### config.mk
export PLATFORM = sky130hd
export DESIGN_NAME = bus_arbiter
export DESIGN_NICKNAME = d
export VERILOG_FILES = /design/src/rtl/bus_arb_pkg.sv /design/src/rtl/bus_arbiter_rr_pick.sv /design/src/rtl/bus_arbiter.sv
export SDC_FILE = /design/constraint.sdc
export NUM_CORES = 1
export LEC_CHECK = 0
export ABC_AREA = 1
export CAP_MARGIN = 40
export CORE_MARGIN = 4
export CORE_UTILIZATION = 50
export CTS_BUF_LIST = sky130_fd_sc_hd__clkbuf_8
export DETAILED_ROUTE_END_ITERATION = 10
export DONT_BUFFER_PORTS = 1
export PLACE_DENSITY_LB_ADDON = 0.12
export SLEW_MARGIN = 20
export SYNTH_ARGS = -nofsm -noshare
export SYNTH_HDL_FRONTEND = slang
export SYNTH_SLANG_ARGS = --single-unit
### constraint.sdc
create_clock -name clk -period 1.88 [get_ports clk]
set_input_delay 0.564 -clock clk [delete_from_list [all_inputs] [get_ports clk]]
set_output_delay 0.564 -clock clk [all_outputs]
set_load 0.02 [all_outputs]
### src/rtl/bus_arb_pkg.sv
// Shared types and constants for the round-robin bus arbiter.
package bus_arb_pkg;

    typedef enum logic [1:0] {
        IDLE = 2'd0,
        OWN  = 2'd1,
        TURN = 2'd2
    } arbState_t;

    // Bus turnaround length, in cycles, between one owner and the next.
    localparam int TURN_CYCLES = 1;

endpackage

### src/rtl/bus_arbiter_rr_pick.sv
// Combinational round-robin picker: first asserted request at or after ptr,
// wrapping from NUM_REQ-1 back to 0.
module rr_pick #(
    parameter int NUM_REQ = 4,
    parameter int PTR_W   = $clog2(NUM_REQ)
) (
    input  logic [NUM_REQ-1:0] req,
    input  logic [PTR_W-1:0]   ptr,
    output logic [NUM_REQ-1:0] winner,
    output logic               valid
);

    logic [PTR_W:0]   sum;
    logic [PTR_W-1:0] idx;

    always_comb begin
        winner = '0;
        valid  = 1'b0;
        sum    = '0;
        idx    = '0;
        for (int i = 0; i < NUM_REQ; i++) begin
            // One extra bit keeps ptr+i exact so non-power-of-two sizes wrap correctly.
            sum = {1'b0, ptr} + (PTR_W + 1)'(i);
            if (sum >= (PTR_W + 1)'(NUM_REQ)) begin
                sum = sum - (PTR_W + 1)'(NUM_REQ);
            end
            idx = sum[PTR_W-1:0];
            if (!valid && req[idx]) begin
                winner[idx] = 1'b1;
                valid       = 1'b1;
            end
        end
    end

endmodule

### src/rtl/bus_arbiter.sv
// Round-robin tri-state bus arbiter with an IDLE/OWN/TURN handover sequence.
// Define ARB_TIMEOUT_EN to bound ownership to HOLD_MAX cycles with a timeout pulse.
module bus_arbiter
    import bus_arb_pkg::*;
#(
    parameter int NUM_REQ  = 4,
    parameter int HOLD_MAX = 16
) (
    input  logic                       clk,
    input  logic                       rst,
    input  logic [NUM_REQ-1:0]         req,
    input  logic [NUM_REQ-1:0]         done,
    output logic [NUM_REQ-1:0]         grant,
    output logic                       busEn,
    output logic [$clog2(NUM_REQ)-1:0] owner,
    output logic                       busy,
    output logic                       timeout
);

    localparam int PTR_W = $clog2(NUM_REQ);

    arbState_t          state;
    arbState_t          stateNext;
    logic [NUM_REQ-1:0] grantNext;
    logic [NUM_REQ-1:0] winOneHot;
    logic [PTR_W-1:0]   ownerNext;
    logic [PTR_W-1:0]   ptr;
    logic [PTR_W-1:0]   ptrNext;
    logic [PTR_W-1:0]   winIdx;
    logic               winValid;
    logic               ownerDone;
    logic               holdExpire;

    rr_pick #(
        .NUM_REQ (NUM_REQ),
        .PTR_W   (PTR_W)
    ) u_pick (
        .req    (req),
        .ptr    (ptr),
        .winner (winOneHot),
        .valid  (winValid)
    );

    always_comb begin
        winIdx = '0;
        for (int i = 0; i < NUM_REQ; i++) begin
            if (winOneHot[i]) begin
                winIdx = PTR_W'(i);
            end
        end
    end

    // Only the current owner's req/done can end a tenure.
    assign ownerDone = done[owner] | ~req[owner];

`ifdef ARB_TIMEOUT_EN
    logic [7:0] holdCnt;
    logic       timeoutNext;

    assign holdExpire  = (holdCnt == 8'(HOLD_MAX - 1));
    // A normal release in the expiry cycle wins, so no timeout is flagged.
    assign timeoutNext = (state == OWN) && !ownerDone && holdExpire;

    always_ff @(posedge clk or negedge rst) begin
        if (!rst) begin
            holdCnt <= '0;
            timeout <= 1'b0;
        end else begin
            holdCnt <= (state == OWN) ? holdCnt + 8'd1 : 8'd0;
            timeout <= timeoutNext;
        end
    end
`else
    assign holdExpire = 1'b0;
    assign timeout    = 1'b0;
`endif

    always_comb begin
        stateNext = state;
        grantNext = grant;
        ownerNext = owner;
        ptrNext   = ptr;
        case (state)
            IDLE: begin
                if (winValid) begin
                    stateNext = OWN;
                    grantNext = winOneHot;
                    ownerNext = winIdx;
                    ptrNext   = (winIdx == PTR_W'(NUM_REQ - 1)) ? '0 : winIdx + PTR_W'(1);
                end
            end
            OWN: begin
                if (ownerDone || holdExpire) begin
                    stateNext = TURN;
                    grantNext = '0;
                    ownerNext = '0;
                end
            end
            TURN: begin
                stateNext = IDLE;
            end
            default: begin
                stateNext = IDLE;
                grantNext = '0;
                ownerNext = '0;
            end
        endcase
    end

    // busEn is registered from the next grant so it tracks grant exactly.
    always_ff @(posedge clk or negedge rst) begin
        if (!rst) begin
            state <= IDLE;
            grant <= '0;
            busEn <= 1'b0;
            owner <= '0;
            ptr   <= '0;
        end else begin
            state <= stateNext;
            grant <= grantNext;
            busEn <= |grantNext;
            owner <= ownerNext;
            ptr   <= ptrNext;
        end
    end

    assign busy = (state == OWN) || (state == TURN);

endmodule
==> results of run 1 <==
-- cells in the mapped netlist --
| cell type | instances | share of area |
|---|---|---|
| nand2_1 | 44 | 0.15 |
| o21ai_1 | 6 | 0.027 |
| nor3_2 | 1 | 0.0089 |
| o21bai_4 | 1 | 0.017 |
| buf_6 | 1 | 0.010 |
| nand3_1 | 17 | 0.076 |
| a21oi_1 | 4 | 0.018 |
| nor3_1 | 1 | 0.0044 |
| ha_1 | 10 | 0.11 |
| inv_6 | 1 | 0.0078 |
| buf_4 | 1 | 0.0067 |
| and2_1 | 1 | 0.0056 |
| nand3_4 | 2 | 0.031 |
| dfrtp_1 | 11 | 0.24 |
| nand2_2 | 6 | 0.033 |
| a21oi_4 | 1 | 0.014 |
| nand2_4 | 6 | 0.060 |
| nand3_2 | 2 | 0.018 |
| o21ai_4 | 1 | 0.014 |
| nand3b_1 | 2 | 0.013 |
| conb_1 | 1 | 0.0033 |
| nor2_8 | 1 | 0.018 |
| inv_2 | 4 | 0.013 |
| inv_1 | 15 | 0.050 |
| nor2_1 | 9 | 0.030 |
| o21ai_0 | 4 | 0.018 |
-- logic make-up (layout without fill, tap and decap cells) --
family | after synthesis | in the layout | synth area share
simple gates | 92 | 92 | 0.445
buf+inv | 22 | 30 | 0.0879
compound gates | 17 | 17 | 0.108
flops | 11 | 11 | 0.245
fa+ha+maj | 10 | 10 | 0.111
other cells | 1 | 1 | 0.00333
-- per-layer routing --
layer / global-route usage / vias to the layer above / routed length [microns]
li1: - / 504 / -
met4: 0.0243 / 0 / 0
met3: 0.0513 / 0 / 148
met1: 0.232 / 472 / 1140
met2: 0.265 / 32 / 1350
met5: 0 / - / 0
-- per-stage QoR --
stage / hold WS [ns] / worst slack [ns] / std cells
floorplan: 0.268 / 0.0637 / 153
global placement: 0.269 / 0.115 / 182
detailed placement: 0.269 / 0.0619 / 182
CTS: 0.0182 / 0.0394 / 186
global route: 0.00641 / -0.0647 / 188
finish: 0.0217 / 0.0478 / 188
-- registers in the layout, indices dropped and copies added, names as in the netlist --
register	cells
busEn	1
grant	4
owner	2
state	2
ptr	2
-- path summary, 6_finish.rpt --
kind,endpoint,depth (start not counted)
hold reg to reg,state[1]$_DFFE_PN0P_,2
max in group asynchronous,ptr[1]$_DFFE_PN0P_,0
setup / recovery,busEn$_DFF_PN0_,11
min in group clk,state[1]$_DFFE_PN0P_,2
hold / removal,ptr[1]$_DFFE_PN0P_,0
setup reg to reg,busEn$_DFF_PN0_,11
-- layout make-up --
class                   count  area (sq um)
repair buffers              6          52.6
multi-input cells         120           861
fillers                   171           688
well taps                  27          33.8
flip-flops and latches     11           277
clock buffers               3          41.3
inverters                  20          85.1
clock inverters             1          3.75
-- timing repair --
item,4_1_cts,5_1_grt
hold endpoints to repair,0,0
setup endpoints to repair,0,9
hold buffers,0,0
setup buffers,0,2
resized for setup,0,28
-- worst max-delay path: cells and delay by family (launching register included) --
kind	cells	cell delay, ns
and+or+nand+nor	7	0.67
DFF	1	0.43
adders and majority gates	1	0.30
AOI/OAI and AO/OA	2	0.26
buffers and inverters	1	0.05
==> results.ini, run 1 <==
[status]
status = complete, no violations

[final_layout]
design_area_sq_um = 1350
layout.nets = 182
final_common_cell = nand2_1
post_route_cells_drive_above_1_share = 0.348
finalCoreUtilization = 0.663
area_growth_pct = 20.4
antenna_cells = 0
layout_common_cells = 33 x nand2_1, 15 x inv_1, 15 x nand2_2

[placed_design]
placed_area_sq_um = 1180
dpl.hpwl_mm = 1.92
place_congestion = 0.823
port_buffers = 0

[global_route]
grt_pass1_wl_mm = 4.30
grt_max_degree = 12
overflow = 0
grt_usage = 0.169
grt_pass1_vias = 996
grt_antenna_before_repair = 0

[drt]
vias_per_cell = 5.36
routed_wl_mm = 2.64
drt_iter0_drc = 17
dr.pass1.iters = 4
route.detailed.drc = 0
wire_per_inst_microns = 14.0
antenna_left = 0
num_vias = 1008

[floorplanning]
start_util = 0.551
die_w_microns = 55.4
die_h_microns = 55.4
dieArea_sq_um = 3070
io_pins = 19
core_sq_um = 2040
core.rowCount = 16

[sta]
max_freq_mhz = 546
clock-skew-final_ns = 0.00110
hold_viol = 0
rsz0062_at_grt = true
setup_violations = 0
drv_slew = 0
tns_ns = 0
finalCritPeriodShare = 0.975
period_needed_ns = 1.83

[cts]
cts_sinks = 11
cts_buffer_depth = 2
htree_levels = 1
cts_made_buffers = 3
clk_latency_ns = 0.23
cts-root-buf = clkbuf_8
clk_pin_slew_ns = 0.05
cts_tree = done

[worst_setup_path]
critPathMaxFanout = 8
cp_cell_sequence = inv_6 -> ha_4 -> nand3_2 -> nand2_4 -> nand2_4 -> nor2_8 -> a21oi_4 -> nand2_2 -> nand2_2 -> o21ai_2 -> nand2_1
cp.arrival_ns = 1.95
slowest_delay_ns = 0.43
rrSetupSlack_ns = 0.05
r2r_start = ptr[0]$_DFFE_PN0P_
cp-end-kind = register
critPathKind = reg2reg
critPathLaunchType = register
cp_slowest_cell = dfrtp_1
startpoint = ptr[0]$_DFFE_PN0P_
cp.required_ns = 2.00

[logic_synthesis]
netlist_area_sq_um = 1120
ys_warn_count = 0
syn_avg_cell_area_sq_um = 7.35
ys_types = 26
syn-num-nets = 173
synth_seq_area_share = 0.245
ys_ff_latch = 11
syn_inst = 153

[worst_hold_path]
hp-class = in2async

[flow_run]
cap_violations = 0

Power of run 1 is left out: the tool's default activity adds up to more than one toggle a clock period on the data nets, which glitch-free logic cannot reach.
==> run 2: changes to the inputs <==
SETUP_SLACK_MARGIN = 0.2   (was unset)
==> results.ini, run 2 (same netlist as run 1, synthesis figures left out) <==
[final_layout]
regMostFlops = grant
layout_common_cells = 33 x nand2_1, 16 x nand2_2, 14 x inv_1, 14 x nand3_1, 9 x dfrtp_1
finalCoreUtilization = 0.685  ; +0.0221
fillCellCount = 171  ; unchanged
area_growth_pct = 24.4
post_route_cells_drive_above_1_share = 0.401  ; +0.0534
largest_register_ffs = 4  ; unchanged
layout.nets = 183  ; +0.55%
final_common_cell = nand2_1
antenna_cells = 0  ; unchanged

[floorplanning]
core_sq_um = 2040  ; unchanged
die_w_microns = 55.4  ; unchanged
io_pins = 19  ; unchanged
dieArea_sq_um = 3070  ; unchanged
die_h_microns = 55.4  ; unchanged
start_util = 0.551  ; unchanged
core.rowCount = 16  ; unchanged

[drt]
num_vias = 1001  ; -0.69%
antenna_left = 0  ; unchanged
vias_per_cell = 5.30  ; -1.2%
dr.pass1.iters = 5  ; +1
wire_per_inst_microns = 13.5  ; -3.9%
drt_iter0_drc = 19  ; +2
route.detailed.drc = 0  ; unchanged
routed_wl_mm = 2.55  ; -3.4%

[worst_setup_path]
cp.arrival_ns = 1.92  ; -0.03 ns
critPathMaxFanout = 4  ; -4
critPathKind = reg2reg
critPathLaunchType = register
cp-end-kind = register
cp.required_ns = 2.00  ; about the same

[placed_design]
place_congestion = 0.813  ; -1.2%
port_buffers = 0  ; unchanged
pre_cts_slack_ns = 0.0783  ; +0.0164 ns
dpl.hpwl_mm = 1.99  ; +3.2%

[cts]
ctsHoldBuffers = 0  ; unchanged
clk_latency_ns = 0.24  ; about the same
cts_buffer_depth = 2  ; unchanged
cts_tree = done
cts-root-buf = clkbuf_8
clk_pin_slew_ns = 0.05  ; about the same
htree_levels = 1  ; unchanged
cts_made_buffers = 3  ; unchanged
cts_sinks = 11  ; unchanged

[sta]
setup_violations = 0  ; unchanged
max_freq_mhz = 555  ; +1.6%
rsz0062_at_grt = true
drv_slew = 0  ; unchanged
setup_ws_ns = 0.0772  ; +0.0294 ns
finalCritPeriodShare = 0.959  ; -0.0156
hold_viol = 0  ; unchanged
clock-skew-final_ns = 0.00582  ; +0.00471 ns
period_needed_ns = 1.80  ; -0.0294 ns
tns_ns = 0  ; unchanged

[global_route]
grt_max_degree = 12  ; unchanged
grt_usage = 0.177  ; +0.00756
grt_antenna_before_repair = 0  ; unchanged
grt_pass1_vias = 1012  ; +1.6%
overflow = 0  ; unchanged
grt_pass1_wl_mm = 4.44  ; +3.2%

[status]
status = complete, no violations

[worst_hold_path]
hp-class = in2async

[flow_run]
cap_violations = 0  ; unchanged

[run 2: what timing repair did]
item                                    4_1_cts  5_1_grt
pin swaps                                     9       19
setup buffers                                 1        0
gates resized for setup                      16       15
endpoints found under the setup margin       12       11
[run 2: stage by stage]
step	hold slack (ns)	area, sq um	cells
finish	0.0127	1400	189
global placement	0.269	1230	184
detailed placement	0.269	1230	184
CTS	0.0113	1350	189
global route	0.00253	1400	189
floorplan	0.268	1160	153
[run 2: worst paths after layout]
kind	startpoint	endpoint	slack, ns	cells after the start
max	ptr[0]$_DFFE_PN0P_	busEn$_DFF_PN0_	0.08	13
min	rst	ptr[0]$_DFFE_PN0P_	0.01	0
max reg2reg	ptr[0]$_DFFE_PN0P_	busEn$_DFF_PN0_	0.08	13
min reg2reg	state[1]$_DFFE_PN0P_	state[1]$_DFFE_PN0P_	0.63	2
max in group asynchronous	rst	ptr[1]$_DFFE_PN0P_	1.79	0
min in group clk	state[1]$_DFFE_PN0P_	state[1]$_DFFE_PN0P_	0.63	2
[run 2: worst max-delay path, stage by stage, from the launching register on]
cell     delay (ns)
dfrtp_2        0.42
inv_8          0.05
ha_4           0.30
inv_6          0.05
nand2_1        0.08
nand2_2        0.09
nand3_1        0.08
nand2_1        0.06
nor2_1         0.14
nand2_2        0.10
nand2_2        0.09
nand2_1        0.06
o21ai_1        0.11
nand2_1        0.08
[run 2: routing by layer]
metal | vias to the layer above | track usage | share of wire
li1 | 504 | - | -
met5 | - | 0 | 0
met2 | 32 | 0.294 | 0.50
met4 | 0 | 0.0313 | 0.011
met1 | 457 | 0.222 | 0.44
met3 | 8 | 0.0606 | 0.055
[run 2: area by class of cell]
cell class                      instances  area, sq um  share of cell area
Clock buffer                            3         41.3              0.0295
Clock inverter                          1         3.75             0.00268
Inverter                               20         87.6              0.0626
Multi-Input combinational cell        120          882               0.631
Sequential cell                        11          278               0.199
Tap cell                               27         33.8              0.0242
Timing Repair Buffer                    7         72.6              0.0519
Power of run 2 is left out for the same reason.
